## config.mk

```make
export PLATFORM = sky130hd
export DESIGN_NAME = hilo_mult_sequencer
export DESIGN_NICKNAME = d
export VERILOG_FILES = /design/src/rtl/mini_mips_pkg.sv /design/src/rtl/mult_shift_add.sv /design/src/rtl/hilo_mult_sequencer.sv
export SDC_FILE = /design/constraint.sdc
export NUM_CORES = 1
export LEC_CHECK = 0
export ABC_CLOCK_PERIOD_IN_PS = 5500
export CAP_MARGIN = 30
export CELL_PAD_IN_SITES_DETAIL_PLACEMENT = 1
export CELL_PAD_IN_SITES_GLOBAL_PLACEMENT = 1
export CORE_MARGIN = 2
export CORE_UTILIZATION = 30
export CTS_BUF_LIST = sky130_fd_sc_hd__clkbuf_16
export CTS_CLUSTER_SIZE = 20
export DETAILED_ROUTE_END_ITERATION = 8
export PLACE_DENSITY_LB_ADDON = 0.1
export REMOVE_ABC_BUFFERS = 1
export SYNTH_ARGS = -nofsm -noshare
export SYNTH_HDL_FRONTEND = slang
export SYNTH_SLANG_ARGS = --single-unit
```

## constraint.sdc

```tcl
create_clock -name i_clk -period 5.5 [get_ports i_clk]
set_input_delay 1.1 -clock i_clk [delete_from_list [all_inputs] [get_ports i_clk]]
set_output_delay 1.1 -clock i_clk [all_outputs]
set_load 0.02 [all_outputs]
```

## src/rtl/mini_mips_pkg.sv

```systemverilog
// Shared definitions for the HI/LO multiply unit: op encoding, FSM states, default width.
package mini_mips_pkg;

  localparam int MULT_WIDTH = 32;

  typedef enum logic [1:0] {
    MULT_OP_MUL   = 2'b00,
    MULT_OP_MADD  = 2'b01,
    MULT_OP_MADDU = 2'b10,
    MULT_OP_MULU  = 2'b11
  } mult_op_e;

  typedef enum logic [1:0] {
    ST_IDLE   = 2'd0,
    ST_RUN    = 2'd1,
    ST_FINISH = 2'd2
  } mult_state_e;

  function automatic logic is_signed_op(input mult_op_e op);
    return (op == MULT_OP_MUL) || (op == MULT_OP_MADD);
  endfunction

  function automatic logic is_accum_op(input mult_op_e op);
    return (op == MULT_OP_MADD) || (op == MULT_OP_MADDU);
  endfunction

endpackage

```

## src/rtl/mult_shift_add.sv

```systemverilog
// Radix-2 shift-add magnitude multiplier; o_result carries the sign-corrected product.
module mult_shift_add
  import mini_mips_pkg::*;
#(
  parameter int WIDTH = MULT_WIDTH
) (
  input  logic               i_clk,
  input  logic               i_rst,
  input  logic               i_load,
  input  logic               i_step,
  input  logic               i_signed,
  input  logic [WIDTH-1:0]   i_a,
  input  logic [WIDTH-1:0]   i_b,
  output logic [2*WIDTH-1:0] o_result,
  output logic               o_last
);

  localparam int CW = $clog2(WIDTH);

  logic [2*WIDTH-1:0] r_mcand;
  logic [2*WIDTH-1:0] r_prod;
  logic [WIDTH-1:0]   r_mplier;
  logic [CW-1:0]      r_cnt;
  logic               r_sign;

  logic [WIDTH-1:0]   w_mag_a;
  logic [WIDTH-1:0]   w_mag_b;

  // Unsigned negation keeps -2^(W-1) as magnitude 2^(W-1) without overflow
  assign w_mag_a = (i_signed && i_a[WIDTH-1]) ? -i_a : i_a;
  assign w_mag_b = (i_signed && i_b[WIDTH-1]) ? -i_b : i_b;

  always_ff @(posedge i_clk) begin
    if (i_rst) begin
      r_mcand  <= '0;
      r_prod   <= '0;
      r_mplier <= '0;
      r_cnt    <= '0;
      r_sign   <= 1'b0;
    end else if (i_load) begin
      r_mcand  <= {{WIDTH{1'b0}}, w_mag_a};
      r_mplier <= w_mag_b;
      r_prod   <= '0;
      r_cnt    <= '0;
      r_sign   <= i_signed & (i_a[WIDTH-1] ^ i_b[WIDTH-1]);
    end else if (i_step) begin
      if (r_mplier[0]) r_prod <= r_prod + r_mcand;
      r_mcand  <= r_mcand << 1;
      r_mplier <= r_mplier >> 1;
      r_cnt    <= r_cnt + CW'(1);
    end
  end

  assign o_last   = (r_cnt == CW'(WIDTH - 1));
  assign o_result = r_sign ? -r_prod : r_prod;

endmodule

```

## src/rtl/hilo_mult_sequencer.sv

```systemverilog
// HI/LO register file with IDLE/RUN/FINISH sequencing of a multi-cycle multiply/accumulate.
module hilo_mult_sequencer
  import mini_mips_pkg::*;
#(
  parameter int WIDTH = MULT_WIDTH
) (
  input  logic             i_clk,
  input  logic             i_rst,
  input  logic             i_start,
  input  mult_op_e         i_op,
  input  logic [WIDTH-1:0] i_a,
  input  logic [WIDTH-1:0] i_b,
  input  logic             i_hi_wr_en,
  input  logic             i_lo_wr_en,
  input  logic [WIDTH-1:0] i_wr_data,
  output logic [WIDTH-1:0] o_hi,
  output logic [WIDTH-1:0] o_lo,
  output logic             o_busy,
  output logic             o_done,
  output logic             o_stall
);

  mult_state_e        r_state;
  mult_op_e           r_op;
  logic [WIDTH-1:0]   r_hi;
  logic [WIDTH-1:0]   r_lo;
  logic               r_done;

  logic               w_load;
  logic               w_step;
  logic               w_last;
  logic [2*WIDTH-1:0] w_result;
  logic [2*WIDTH-1:0] w_acc_sum;

  assign w_load    = (r_state == ST_IDLE) && i_start;
  assign w_step    = (r_state == ST_RUN);
  assign w_acc_sum = {r_hi, r_lo} + w_result;

  mult_shift_add #(.WIDTH(WIDTH)) u_dp (
    .i_clk    (i_clk),
    .i_rst    (i_rst),
    .i_load   (w_load),
    .i_step   (w_step),
    .i_signed (is_signed_op(i_op)),
    .i_a      (i_a),
    .i_b      (i_b),
    .o_result (w_result),
    .o_last   (w_last)
  );

  always_ff @(posedge i_clk) begin
    if (i_rst) begin
      r_state <= ST_IDLE;
      r_op    <= MULT_OP_MUL;
      r_hi    <= '0;
      r_lo    <= '0;
      r_done  <= 1'b0;
    end else begin
      r_done <= 1'b0;
      case (r_state)
        ST_IDLE: begin
          // Direct writes and an accepted start may share an edge
          if (i_hi_wr_en) r_hi <= i_wr_data;
          if (i_lo_wr_en) r_lo <= i_wr_data;
          if (i_start) begin
            r_op    <= i_op;
            r_state <= ST_RUN;
          end
        end
        ST_RUN: if (w_last) r_state <= ST_FINISH;
        ST_FINISH: begin
          if (is_accum_op(r_op)) {r_hi, r_lo} <= w_acc_sum;
          else                   {r_hi, r_lo} <= w_result;
          r_done  <= 1'b1;
          r_state <= ST_IDLE;
        end
        default: r_state <= ST_IDLE;
      endcase
    end
  end

  assign o_hi    = r_hi;
  assign o_lo    = r_lo;
  assign o_busy  = (r_state != ST_IDLE);
  assign o_stall = o_busy;
  assign o_done  = r_done;

endmodule
```

==> results.py <==
metrics = {
    "synth": {
        "synthCells": 2745,
        "ys_seq_elements": 235,
        "yosysWarnings": 0,
        "synth_top_area_frac": 0.2392,
        "synth_common_cells": "nand2_1 (498), a21oi_1 (311), dfxtp_1 (235), nor2_1 (234), xnor2_1 (160)",
        "synth_edf_count": 0,
        "netlist_area_mm2": 0.01967,
        "syn_area_per_cell_um2": 7.164,
        "ys_types": 74,
        "synth_most_common_cell": "nand2_1",
        "synth_top_area_cell": "dfxtp_1",
        "ys_seq_area_frac": 0.2392,
        "async_flop_share": 0,
        "synth-main-ff-cell": "dfxtp_1",
        "yosys-top-cells-area": "dfxtp_1 (24%), nand2_1 (9.5%), ha_1 (9.2%)",
    },
    "cts": {
        "cts_root_buf": "clkbuf_16",
        "cts.clk_slew.worst_paths_ns": 0.06,
        "clock_sinks": 235,
        "cts_tree": "done",
        "htreeDepth": 1,
        "clock_path_buffers": 3,
        "worstSkewPairLatency_ns": 0.60,
        "cts_made_buffers": 30,
        "cts_hold_buffers": 0,
    },
    "grt": {
        "grt_pass1_vias": 21100,
        "grt_pass1_wl_mm": 126.1,
        "grt_overflow": 0,
        "grt_max_degree": 96,
        "grtUsageTotal": 0.2385,
        "antenna_found_initial": 0,
    },
    "final_layout": {
        "final_nets": 3094,
        "fillers": 7935,
        "syn_to_final_growth_pct": 19.06,
        "fin_cells": 3721,
        "final_util": 0.3626,
        "drive_gt1_frac": 0.05271,
    },
    "route": {
        "dr_total_vias": 20690,
        "wl_mm": 82.46,
        "dr.pass1.iters": 6,
        "drtIter0Drc": 1264,
        "ant_nets": 0,
        "wl_per_cell_um": 22.16,
        "drc_errors": 0,
        "via_per_inst": 5.561,
    },
    "floorplan": {
        "initial_core_util": 0.3045,
        "fp-row-count": 93,
        "fp.dieH_um": 260.0,
        "die-area_mm2": 0.06762,
        "io_pins": 170,
        "core_mm2": 0.06458,
        "chipWidth_um": 260.0,
    },
    "setup_path": {
        "crit_path_end_kind": "flip-flop",
        "path_class": "reg -> reg",
        "cp.arrival_ns": 5.82,
        "cp_max_fo": 6,
        "crit_required_ns": 6.04,
        "crit_path_start_kind": "flip-flop",
    },
    "flow_run": {
        "drv_cap": 0,
    },
    "timing": {
        "setup_violations": 0,
        "finalMaxSlewViolations": 0,
        "hold_viol": 0,
        "maxSlewHeadroom": 0.3461,
        "fin_crit_ns": 5.285,
        "finalWorstSetupSlack_ns": 0.2154,
        "min_period_over_period": 0.9608,
        "tightest_slew_ns": 0.9772,
        "finClkSkew_ns": 0.01491,
        "fmax_mhz": 189.2,
        "hold_ws_ns": 0.4626,
        "tns_ns": 0,
    },
    "placed_design": {
        "place_hpwl_mm": 64.52,
        "place_ws_ns": -0.1063,
        "port_buffers": 169,
        "dp.cells": 3666,
        "place.gp.congestion": 0.8872,
    },
    "power": {
        "powerDensity_mw_per_mm2": 206.3,
        "p_leak_uw": 0.009063,
        "peakVddDrop_mv": 0.2374,
    },
    "outcome": {
        "status": "finished, final reports clean",
    },
    "worst_hold_path": {
        "min_path_type": "reg -> reg",
    },
}
==> routing by layer <==
layer,global-route usage,up-vias,wire length (um)
li1,-,10100,-
met1,0.3280,10150,39860
met2,0.3953,355,37370
met3,0.01979,86,2756
met4,0.07136,0,2471
met5,0,-,0
==> metrics by stage <==
| step | area [um2] | power (uW) |
|---|---|---|
| 2_1_floorplan | 19010 | 2432 |
| 3_3_place_gp | 22360 | 2874 |
| 3_5_place_dp | 22360 | 2893 |
| 4_1_cts | 23310 | 4893 |
| 5_1_grt | 23410 | 5066 |
| 6_report | 23410 | 4830 |
==> cell usage in the layout, fill, tap and decap left out, drive strengths merged, types with 11 or more instances in the layout <==
cell and instances:
a211oi 33, nor4 20, o21a 19, nor2b 18, or3 20, nand3 43, o221ai 11, xor2 74
nand2b 32, clkdlybuf4s50 168, a31oi 25, nand2 498, nand4 44, o21ai 147, a311oi 65, dfxtp 235
nor2 234, o41ai 22, and3 20, xnor2 160, a21oi 311, o31ai 33, clkbuf 31, o21bai 25
o211ai 45, a21o 63, and2 13, ha 145, buf 71, inv 57, nor3 54, or4 15
==> power by group <==
| part | switching (uW) | internal [uW] | leakage, uW | total, uW |
|---|---|---|---|---|
| clock network | 831 | 1140 | 0.000490 | 1970 |
| registers | 92.9 | 1780 | 0.00192 | 1880 |
| logic | 611 | 368 | 0.00665 | 980 |
==> kinds of logic (layout without fill, tap and decap cells) <==
| group | count (synthesis) | in the layout | synth area share |
|---|---|---|---|
| and+or+nand+nor | 1035 | 1035 | 0.2332 |
| AOI/OAI and AO/OA | 866 | 866 | 0.2827 |
| DFF | 235 | 235 | 0.2392 |
| xor gates and xnor gates | 234 | 234 | 0.1042 |
| buffers and inverters | 221 | 341 | 0.04276 |
| adders and majority gates | 147 | 147 | 0.09429 |
| muxes | 7 | 7 | 0.003627 |
| other | 0 | 1 | 0 |
==> path summary, 6_finish.rpt <==
path / end / cells after the start / start / slack [ns]
worst min-delay path: u_dp.r_cnt[4] / 2 / u_dp.r_cnt[4] / 0.46
worst min register to register: u_dp.r_cnt[4] / 2 / u_dp.r_cnt[4] / 0.46
worst max register to register: o_hi[26] / 19 / u_dp.r_prod[3] / 0.22
worst max-delay path: o_hi[26] / 19 / u_dp.r_prod[3] / 0.22
==> registers in the layout, summed over array words and instances (netlist names) <==
signal	flops
u_dp.r_mcand	64
o_lo	32
u_dp.r_cnt	5
o_done	1
u_dp.r_sign	1
o_hi	32
u_dp.r_prod	64
u_dp.r_mplier	32
r_op	2
r_state	2
==> critical path, cell delays in order (launching register included) <==
cell      delay, ns
dfxtp_1        0.35
or3_1          0.47
or4_1          0.48
o41ai_1        0.39
xnor2_1        0.28
ha_1           0.45
nand4_1        0.18
o22ai_1        0.22
a211oi_1       0.06
buf_4          0.16
a21oi_1        0.24
o21ai_0        0.16
a21oi_1        0.32
a41o_1         0.33
a21oi_1        0.09
buf_4          0.16
o21ba_2        0.24
buf_4          0.14
or4_1          0.39
nand3_1        0.09
==> final cells by class <==
type	count	area, um2	share of cell area
Multi-Input combinational cell	2289	14270	0.6094
Sequential cell	235	4706	0.2010
Timing Repair Buffer	239	2240	0.09566
Tap cell	855	1070	0.04569
Clock buffer	31	775.7	0.03313
Inverter	49	183.9	0.007855
Clock inverter	22	168.9	0.007214
Antenna cell	1	2.502	0.0001069
==> what timing repair did <==
action | CTS | global route
pin swaps | 0 | 1
setup endpoints to repair | 2 | 8
setup buffers | 0 | 0
gates resized for setup | 2 | 18
Power figures use the tool's default switching activity.
